==> config.mk <==
export PLATFORM = sky130hd
export DESIGN_NAME = riscv_mem_arbiter_flat
export DESIGN_NICKNAME = d
export VERILOG_FILES = /design/src/rtl/riscv_mem_arbiter_if.sv /design/src/rtl/riscv_mem_arbiter.sv /design/src/flat_wrapper.sv
export SDC_FILE = /design/constraint.sdc
export NUM_CORES = 1
export LEC_CHECK = 0
export BUFFER_PORTS_ARGS = -buffer_cell sky130_fd_sc_hd__buf_2
export CAP_MARGIN = 20
export CORE_UTILIZATION = 30
export DETAILED_ROUTE_END_ITERATION = 10
export PLACE_DENSITY = 0.6
export SLEW_MARGIN = 5
export SYNTH_ARGS = -nofsm -noshare
export SYNTH_HDL_FRONTEND = slang
export SYNTH_SLANG_ARGS = --single-unit
export TNS_END_PERCENT = 10
==> constraint.sdc <==
create_clock -name clk -period 1.61 [get_ports clk]
set_input_delay 0.161 -clock clk [delete_from_list [all_inputs] [get_ports clk]]
set_output_delay 0.161 -clock clk [all_outputs]
set_load 0.01 [all_outputs]
==> src/rtl/riscv_mem_arbiter_if.sv <==
`default_nettype none
// ============================================================================
// Module   : riscv_mem_arbiter_if
// Brief    : Fetch, data and unified-memory signal bundle for the arbiter.
// Revision : 1.0  initial release
// ============================================================================
interface riscv_mem_arbiter_if #(
    parameter int ADDR_W = 32,
    parameter int DATA_W = 32
);
    localparam int c_BE_W = DATA_W / 8;

    logic              if_req;
    logic [ADDR_W-1:0] if_addr;
    logic              if_flush;
    logic [DATA_W-1:0] if_rdata;
    logic              if_valid;
    logic              if_stall;

    logic              d_req;
    logic              d_we;
    logic [ADDR_W-1:0] d_addr;
    logic [DATA_W-1:0] d_wdata;
    logic [c_BE_W-1:0] d_be;
    logic [DATA_W-1:0] d_rdata;
    logic              d_valid;
    logic              d_stall;

    logic              mem_req;
    logic              mem_we;
    logic [ADDR_W-1:0] mem_addr;
    logic [DATA_W-1:0] mem_wdata;
    logic [c_BE_W-1:0] mem_be;
    logic [DATA_W-1:0] mem_rdata;
    logic              mem_ack;

    // Arbiter side
    modport master (
        input  if_req, if_addr, if_flush,
        output if_rdata, if_valid, if_stall,
        input  d_req, d_we, d_addr, d_wdata, d_be,
        output d_rdata, d_valid, d_stall,
        output mem_req, mem_we, mem_addr, mem_wdata, mem_be,
        input  mem_rdata, mem_ack
    );

    // Requesters and memory side
    modport slave (
        output if_req, if_addr, if_flush,
        input  if_rdata, if_valid, if_stall,
        output d_req, d_we, d_addr, d_wdata, d_be,
        input  d_rdata, d_valid, d_stall,
        input  mem_req, mem_we, mem_addr, mem_wdata, mem_be,
        output mem_rdata, mem_ack
    );
endinterface
`default_nettype wire

==> src/rtl/riscv_mem_arbiter.sv <==
`default_nettype none
// ============================================================================
// Module   : riscv_mem_arbiter
// Brief    : Shares one memory port between instruction fetch and data access.
// Revision : 1.0  initial release
// ============================================================================
module riscv_mem_arbiter #(
    parameter int ADDR_W     = 32,
    parameter int DATA_W     = 32,
    parameter int STARVE_LIM = 4
) (
    input wire                  clk,
    input wire                  reset,
    riscv_mem_arbiter_if.master bus
);
    localparam int         c_BE_W    = DATA_W / 8;
    localparam logic [3:0] c_LIM     = 4'(STARVE_LIM);

    localparam logic [1:0] c_IDLE    = 2'd0;
    localparam logic [1:0] c_BUSY_IF = 2'd1;
    localparam logic [1:0] c_BUSY_D  = 2'd2;
    localparam logic [1:0] c_DONE    = 2'd3;

    logic [1:0]        r_state;
    logic [3:0]        r_starve;
    logic              r_discard;
    logic              r_sel_d;
    logic              r_mem_req;
    logic              r_mem_we;
    logic [ADDR_W-1:0] r_mem_addr;
    logic [DATA_W-1:0] r_mem_wdata;
    logic [c_BE_W-1:0] r_mem_be;
    logic [DATA_W-1:0] r_if_rdata;
    logic [DATA_W-1:0] r_d_rdata;
    logic              r_if_valid;
    logic              r_d_valid;

    logic w_idle;
    logic w_starved;
    logic w_grant_d;
    logic w_grant_if;
    logic w_ack;
    logic w_flush_hit;

    assign w_idle      = (r_state == c_IDLE);
    assign w_starved   = (r_starve == c_LIM);
    assign w_grant_d   = w_idle & bus.d_req & (~bus.if_req | ~w_starved);
    assign w_grant_if  = w_idle & bus.if_req & ~w_grant_d;
    assign w_ack       = r_mem_req & bus.mem_ack;
    // A redirect kills the fetch whether it is being granted or already in flight
    assign w_flush_hit = bus.if_flush & (w_grant_if | (r_state == c_BUSY_IF));

    always_ff @(posedge clk or negedge reset) begin
        if (!reset) begin
            r_state     <= c_IDLE;
            r_starve    <= 4'd0;
            r_discard   <= 1'b0;
            r_sel_d     <= 1'b0;
            r_mem_req   <= 1'b0;
            r_mem_we    <= 1'b0;
            r_mem_addr  <= '0;
            r_mem_wdata <= '0;
            r_mem_be    <= '0;
            r_if_rdata  <= '0;
            r_d_rdata   <= '0;
            r_if_valid  <= 1'b0;
            r_d_valid   <= 1'b0;
        end else begin
            r_if_valid <= 1'b0;
            r_d_valid  <= 1'b0;
            if (w_flush_hit) begin
                r_discard <= 1'b1;
            end
            case (r_state)
                c_IDLE: begin
                    if (w_grant_d) begin
                        r_mem_req   <= 1'b1;
                        r_mem_we    <= bus.d_we;
                        r_mem_addr  <= bus.d_addr;
                        r_mem_wdata <= bus.d_wdata;
                        r_mem_be    <= bus.d_be;
                        r_sel_d     <= 1'b1;
                        r_state     <= c_BUSY_D;
                        if (bus.if_req && !w_starved) begin
                            r_starve <= r_starve + 4'd1;
                        end
                    end else if (w_grant_if) begin
                        r_mem_req  <= 1'b1;
                        r_mem_we   <= 1'b0;
                        r_mem_addr <= bus.if_addr;
                        r_mem_be   <= '1;
                        r_sel_d    <= 1'b0;
                        r_starve   <= 4'd0;
                        r_state    <= c_BUSY_IF;
                    end
                end
                c_BUSY_IF, c_BUSY_D: begin
                    if (w_ack) begin
                        r_mem_req <= 1'b0;
                        r_mem_we  <= 1'b0;
                        if (r_sel_d) begin
                            r_d_rdata <= bus.mem_rdata;
                        end else if (!(r_discard || w_flush_hit)) begin
                            r_if_rdata <= bus.mem_rdata;
                        end
                        r_state <= c_DONE;
                    end
                end
                c_DONE: begin
                    r_d_valid  <= r_sel_d;
                    r_if_valid <= ~r_sel_d & ~r_discard;
                    r_discard  <= 1'b0;
                    r_state    <= c_IDLE;
                end
                default: begin
                    r_state <= c_IDLE;
                end
            endcase
        end
    end

    assign bus.mem_req   = r_mem_req;
    assign bus.mem_we    = r_mem_we;
    assign bus.mem_addr  = r_mem_addr;
    assign bus.mem_wdata = r_mem_wdata;
    assign bus.mem_be    = r_mem_be;
    assign bus.if_rdata  = r_if_rdata;
    assign bus.if_valid  = r_if_valid;
    assign bus.d_rdata   = r_d_rdata;
    assign bus.d_valid   = r_d_valid;
    assign bus.if_stall  = bus.if_req & ~r_if_valid;
    assign bus.d_stall   = bus.d_req & ~r_d_valid;
endmodule
`default_nettype wire
==> src/flat_wrapper.sv <==
// flat-port wrapper written by rule: the top's interface ports become plain ports
module riscv_mem_arbiter_flat 
#(
    parameter int ADDR_W     = 32,
    parameter int DATA_W     = 32,
    parameter int STARVE_LIM = 4
)
  (clk, reset, bus_if_req, bus_if_addr, bus_if_flush, bus_if_rdata, bus_if_valid, bus_if_stall, bus_d_req, bus_d_we, bus_d_addr, bus_d_wdata, bus_d_be, bus_d_rdata, bus_d_valid, bus_d_stall, bus_mem_req, bus_mem_we, bus_mem_addr, bus_mem_wdata, bus_mem_be, bus_mem_rdata, bus_mem_ack);
  riscv_mem_arbiter_if #(.ADDR_W(ADDR_W), .DATA_W(DATA_W)) bus_i ();
  input wire clk;
  input wire reset;
  input wire logic [$bits(bus_i.if_req)-1:0] bus_if_req;
  input wire logic [$bits(bus_i.if_addr)-1:0] bus_if_addr;
  input wire logic [$bits(bus_i.if_flush)-1:0] bus_if_flush;
  output wire logic [$bits(bus_i.if_rdata)-1:0] bus_if_rdata;
  output wire logic [$bits(bus_i.if_valid)-1:0] bus_if_valid;
  output wire logic [$bits(bus_i.if_stall)-1:0] bus_if_stall;
  input wire logic [$bits(bus_i.d_req)-1:0] bus_d_req;
  input wire logic [$bits(bus_i.d_we)-1:0] bus_d_we;
  input wire logic [$bits(bus_i.d_addr)-1:0] bus_d_addr;
  input wire logic [$bits(bus_i.d_wdata)-1:0] bus_d_wdata;
  input wire logic [$bits(bus_i.d_be)-1:0] bus_d_be;
  output wire logic [$bits(bus_i.d_rdata)-1:0] bus_d_rdata;
  output wire logic [$bits(bus_i.d_valid)-1:0] bus_d_valid;
  output wire logic [$bits(bus_i.d_stall)-1:0] bus_d_stall;
  output wire logic [$bits(bus_i.mem_req)-1:0] bus_mem_req;
  output wire logic [$bits(bus_i.mem_we)-1:0] bus_mem_we;
  output wire logic [$bits(bus_i.mem_addr)-1:0] bus_mem_addr;
  output wire logic [$bits(bus_i.mem_wdata)-1:0] bus_mem_wdata;
  output wire logic [$bits(bus_i.mem_be)-1:0] bus_mem_be;
  input wire logic [$bits(bus_i.mem_rdata)-1:0] bus_mem_rdata;
  input wire logic [$bits(bus_i.mem_ack)-1:0] bus_mem_ack;
  assign bus_i.if_req = bus_if_req;
  assign bus_i.if_addr = bus_if_addr;
  assign bus_i.if_flush = bus_if_flush;
  assign bus_if_rdata = bus_i.if_rdata;
  assign bus_if_valid = bus_i.if_valid;
  assign bus_if_stall = bus_i.if_stall;
  assign bus_i.d_req = bus_d_req;
  assign bus_i.d_we = bus_d_we;
  assign bus_i.d_addr = bus_d_addr;
  assign bus_i.d_wdata = bus_d_wdata;
  assign bus_i.d_be = bus_d_be;
  assign bus_d_rdata = bus_i.d_rdata;
  assign bus_d_valid = bus_i.d_valid;
  assign bus_d_stall = bus_i.d_stall;
  assign bus_mem_req = bus_i.mem_req;
  assign bus_mem_we = bus_i.mem_we;
  assign bus_mem_addr = bus_i.mem_addr;
  assign bus_mem_wdata = bus_i.mem_wdata;
  assign bus_mem_be = bus_i.mem_be;
  assign bus_i.mem_rdata = bus_mem_rdata;
  assign bus_i.mem_ack = bus_mem_ack;
  riscv_mem_arbiter #(.ADDR_W(ADDR_W), .DATA_W(DATA_W), .STARVE_LIM(STARVE_LIM)) u_core (.clk(clk), .reset(reset), .bus(bus_i));
endmodule
Word level (Yosys, flattened, before mapping):

Index checks and enable logic that the tools add are counted.

* eq/ne operators: 7
* bitwise operators: 19
* multiply operators: 0
* magnitude comparators: 0
* div/mod/pow operators: 0
* shift operators: 0
* mux-type cells: 23
* reductions and logical operators: 15
* add/subtract/negate cells: 1

Operator list (number)
* 2-to-1 mux 32 bit: 2
* 2-to-1 mux 4 bit: 5
* 2-to-1 mux 1 bit: 10
* bitwise AND 1 bit: 9
* AND reduction 3 bit: 3
* NOT 1 bit: 8
* 2-to-1 mux 2 bit: 3
* case mux 2 bit (3 select lines): 1
* AND reduction 2 bit: 3
* nonzero test 2 bit: 3
* adder 4 x 1 -> 4 bit (second input constant): 1
* equality test 2 bit (second input constant): 2
* equality test 4 x 3 -> 1 bit (second input constant): 1
* case mux 1 bit (2 select lines): 2
* AND reduction 4 bit: 1
* inequality test 3 bit (second input constant): 1
* equality test 2 x 1 -> 1 bit (second input constant): 1
* logical NOT 2 bit: 1
* inequality test 2 x 1 -> 1 bit (second input constant): 1
* inequality test 2 bit (second input constant): 1
* OR 1 bit: 2
* OR reduction 2 bit: 1
* logical AND 1 bit: 1
* logical NOT 1 bit: 1
* logical OR 1 bit: 1

* output and inout bits: 138
* memory bits (read-only): 0
* memories: 0
* flip-flop bits (word level): 144
* bits in writable memories: 0
* logic and storage cells: 78
* bits in latches: 0

Longest topological paths before layout:

* depth in word-level cells: 11
* gate-level depth with buffers: 8
* gate-level depth less buffers: 6

Worst setup path after synthesis:

No wires, ideal clock.

* path type: flip-flop to flip-flop
* start: register u_core.r_state[0]
* end: register u_core.r_if_rdata[10] (netlist: u_core.bus.if_rdata[10])
* path slack: -157 ps
* period minus slack after synthesis: 1767 ps
* required time: 1485 ps
* arrival time: 1642 ps
* path buffers: 1
* cell stages (with the launch flop): 7
* path through: dfrtp_1 > inv_1 > ha_1 > nor4b_2 > nand2_4 > buf_6 > mux2_4

* longest elaborated chain between the ends: 10

RTL lines
* start: declaration: line riscv_mem_arbiter.sv:24 `logic [1:0] r_state;`
* start signal: assignment: line riscv_mem_arbiter.sv:55 `r_state <= c_IDLE;`
* start signal: assignment: line riscv_mem_arbiter.sv:83 `r_state <= c_BUSY_D;`
* start signal: assignment: line riscv_mem_arbiter.sv:94 `r_state <= c_BUSY_IF;`
* logical NOT 2 bit: line riscv_mem_arbiter.sv:45 `assign w_idle = (r_state == c_IDLE);`
* bitwise AND 1 bit (2 in series): line riscv_mem_arbiter.sv:47 `assign w_grant_d = w_idle & bus.d_req & (~bus.if_req | ~w_starved);`
* NOT 1 bit: line riscv_mem_arbiter.sv:48 `assign w_grant_if = w_idle & bus.if_req & ~w_grant_d;`
* bitwise AND 1 bit: line riscv_mem_arbiter.sv:48
* OR 1 bit: line riscv_mem_arbiter.sv:51 `assign w_flush_hit = bus.if_flush & (w_grant_if | (r_state == c_BUSY_IF));`
* bitwise AND 1 bit: line riscv_mem_arbiter.sv:51
* logical OR 1 bit: line riscv_mem_arbiter.sv:103 `end else if (!(r_discard || w_flush_hit)) begin`
* NOT 1 bit (no line)
* AND reduction 4 bit (no line) *
* end signal: assignment: line riscv_mem_arbiter.sv:104 `r_if_rdata <= bus.mem_rdata;`
* end: declaration: line riscv_mem_arbiter.sv:33 `logic [DATA_W-1:0] r_if_rdata;`

Mark *: on every way between the ends. The rest lies on a longest branch, timed or not.
A chain may end at the register's enable or synchronous reset.

Final worst setup path:

* start: register u_core.r_state[0]
* end: register u_core.r_if_rdata[4] (netlist: u_core.bus.if_rdata[4])

Same word-level chain as after synthesis.

==> flow_summary.toml <==
[route]
routedWlPerCell_um = 13.7
drtAntennaViolNets = 0
firstDrtPassIters = 5
vias_per_cell = 4.41
drtIter0Drc = 148
drcViolationCount = 0
vias = 5327
wl_mm = 16.6

[grt]
grt_pass1_vias = 5316
grt-ovfl-total = 0
grtUsageTotal_pct = 16.2
antenna_found_initial = 1
grt_pass1_wl_mm = 25.6
grt_start_max_net_pins = 47

[outcome]
violations = "setup timing"
status = "complete, but fails checks"

[timing]
post-route-period-util_pct = 105
fmax_mhz = 590
fin_ws_ns = -0.0852
hold_violations = 0
setup_violations = 65
fin_skew_ns = 0.00781
slew_headroom_pct = 71.6
slew_viol_final = 0
rsz0062_at_grt = "yes"
min_period_ns = 1.70
worst_pin_slew_ns = 0.425

[worst_setup_path]
reg2regPathDepth = 6
crit_end = "u_core.bus.if_rdata[4]"
cp_num_cells = 6
path_cells = "inv_2 -> ha_4 -> nor4b_4 -> nand2_4 -> buf_12 -> mux2_4"
cp_top_family = "flip-flops"
path_class = "reg2reg"
r2r-end = "u_core.bus.if_rdata[4]"
r2r_start = "u_core.r_state[0]"
start_kind = "register"
critical_path_peak_fanout = 11
cp_slowest_cell = "dfrtp_1"
end_kind = "register"
slowest_delay_ns = 0.38
r2r_setup_slack_ns = -0.09
worst-path-buf-inv = 2
arrival_ns = 1.98
required_ns = 1.90
startpoint = "u_core.r_state[0]"

[min_path]
hold_path_class = "in2reg"

[logic_synthesis]
ys_types = 31
synth_common_cells = "nand2_1, dfrtp_1, mux2_2, nor2_1, a31oi_1"
ys_ff_latch = 144
ys.flop_type = "dfrtp_1"
ys_seq_area_share_pct = 60.5
synth.top_cell.area_share_pct = 60.5
async_flop_share_pct = 100
synth_top_cell_by_area = "dfrtp_1"
ys_top_cells_by_area = "dfrtp_1, nand2_1, mux2_4, mux2_2, a31oi_1"
avgSynthCellArea_um2 = 11.3
yosysMostFrequentCell = "nand2_1"
syn_area_um2 = 5950
syn_inst = 529
ys_warn_count = 0
synthesis.nets = 674
synth_edf_count = 0

[final_layout]
drive_gt1_share_pct = 44.6
fin_cells = 1207
ff_latch_area_um2 = 3600
syn2layout_area_growth_pct = 60.4
multiInputGateArea_um2 = 2250
fill_cells = 1771
finalInstanceArea_um2 = 9550
nets = 1074

[clock_tree]
clockBufferDepth = 2
worstSkewPairLatency_ns = 0.41
path_clk_slew_ns = 0.06
h-tree-depth = 4
cts_tree = "built"
clkSinkCount = 144
cts_root_buf = "clkbuf_16"
numCtsBuffers = 17

[job]
maxCapViolations = 0

[placement]
place_congestion = 0.734
post_dp_cell_area_um2 = 7930
place_hpwl_mm = 11.0
pre_cts_ws_ns = -0.0852
port_buffers = 276
dp_cells = 1071

[power]
power_density_nw_per_um2 = 1820
leakage_nw = 4.94
peakVddDrop_v = 0.000735

[floorplanning]
dieArea_um2 = 20400
fp.dieW_um = 143
core-area_um2 = 19500
ioPinCount = 277
row_count = 51
start_util_pct = 30.6
die_y_um = 143
==> layout make-up <==
type / instances / area share, %
Antenna cell: 1 / 0.0262
Tap cell: 265 / 3.47
Clock inverter: 10 / 0.852
Multi-Input combinational cell: 351 / 23.6
Timing Repair Buffer: 410 / 29.3
Clock buffer: 21 / 4.82
Sequential cell: 144 / 37.7
Inverter: 5 / 0.197
==> cells in the final DEF, fill, tap and decap left out, drive strengths merged, types with 5 or more instances in the layout <==
cell type    count
a31oi           32
buf            307
clkbuf          21
clkinvlp         5
dfrtp          144
dlygate4sd3    103
ha               6
inv              8
mux2            65
nand2          176
nor2            34
o21ai            9
==> layer usage <==
| layer | routed length [um] | vias up | global-route usage [%] | share of wire (%) |
|---|---|---|---|---|
| li1 | - | 2561 | - | - |
| met2 | 8100 | 186 | 28.0 | 49 |
| met3 | 889 | 23 | 4.43 | 5.4 |
| met5 | 0 | - | 0 | 0 |
| met4 | 274 | 0 | 5.55 | 1.7 |
| met1 | 7300 | 2557 | 19.3 | 44 |
==> power by group <==
group          switching, mW  internal (mW)  leakage (nW)
sequential             0.923           5.40          1.75
clock                   1.57           2.06         0.249
combinational           3.65           3.80          2.94
total                   6.14           11.3          4.94
==> tightest hold or removal path: cells and delay by family <==
| kind | cells | cell delay, ns |
|---|---|---|
| AOI/OAI and AO/OA | 1 | 0.08 |
| and+or+nand+nor | 1 | 0.05 |
| buffers and inverters | 1 | 0.09 |
==> logic make-up after synthesis <==
group | after synthesis | share of synthesized area (%)
compound gates | 51 | 5.59
fa+ha+maj | 6 | 1.26
buf+inv | 34 | 2.84
flops | 144 | 60.5
mux | 65 | 14.2
simple gates | 229 | 15.6
==> worst min-delay path by stage <==
stage	startpoint	to	slack, ns	cells past startpoint
after detailed placement	reset	u_core.bus.d_rdata[17]	0.12	1
after floorplan	reset	u_core.bus.d_rdata[0]	-0.13	0
after global placement	reset	u_core.bus.d_rdata[17]	0.12	1
after global routing	bus_d_addr[12]	u_core.bus.mem_addr[12]	0.01	3
final	bus_if_addr[24]	u_core.bus.mem_addr[24]	0.02	3
after CTS	bus_if_addr[24]	u_core.bus.mem_addr[24]	0.001	3
==> flip-flops by register name, indices dropped and copies added (netlist names), 2 cells and up <==
name	cells
u_core.bus.d_rdata	32
u_core.r_state	2
u_core.bus.mem_be	4
u_core.bus.mem_wdata	32
u_core.bus.if_rdata	32
u_core.r_starve	4
u_core.bus.mem_addr	32
==> repair_timing <==
item / in CTS / in global routing
pin swaps: 0 / 4
endpoints found under the hold margin: 164 / 0
endpoints found under the setup margin: 68 / 139
hold buffers: 103 / 0
setup buffers: 0 / 1
gates resized for setup: 1 / 14
==> metrics by stage <==
stage               setup TNS [ns]  power (mW)  hold WS (ns)  util, %
global placement             -2.33        13.4         0.122     40.8
detailed placement           -3.84        13.5         0.118     40.8
floorplan                   -0.751        10.4        -0.135        -
finish                       -3.68        17.4        0.0187     49.1
CTS                          -4.67        17.5      0.000974     48.9
global route                 -7.61        18.6        0.0103     49.1
Note: power is estimated with default switching activity, not from simulation.
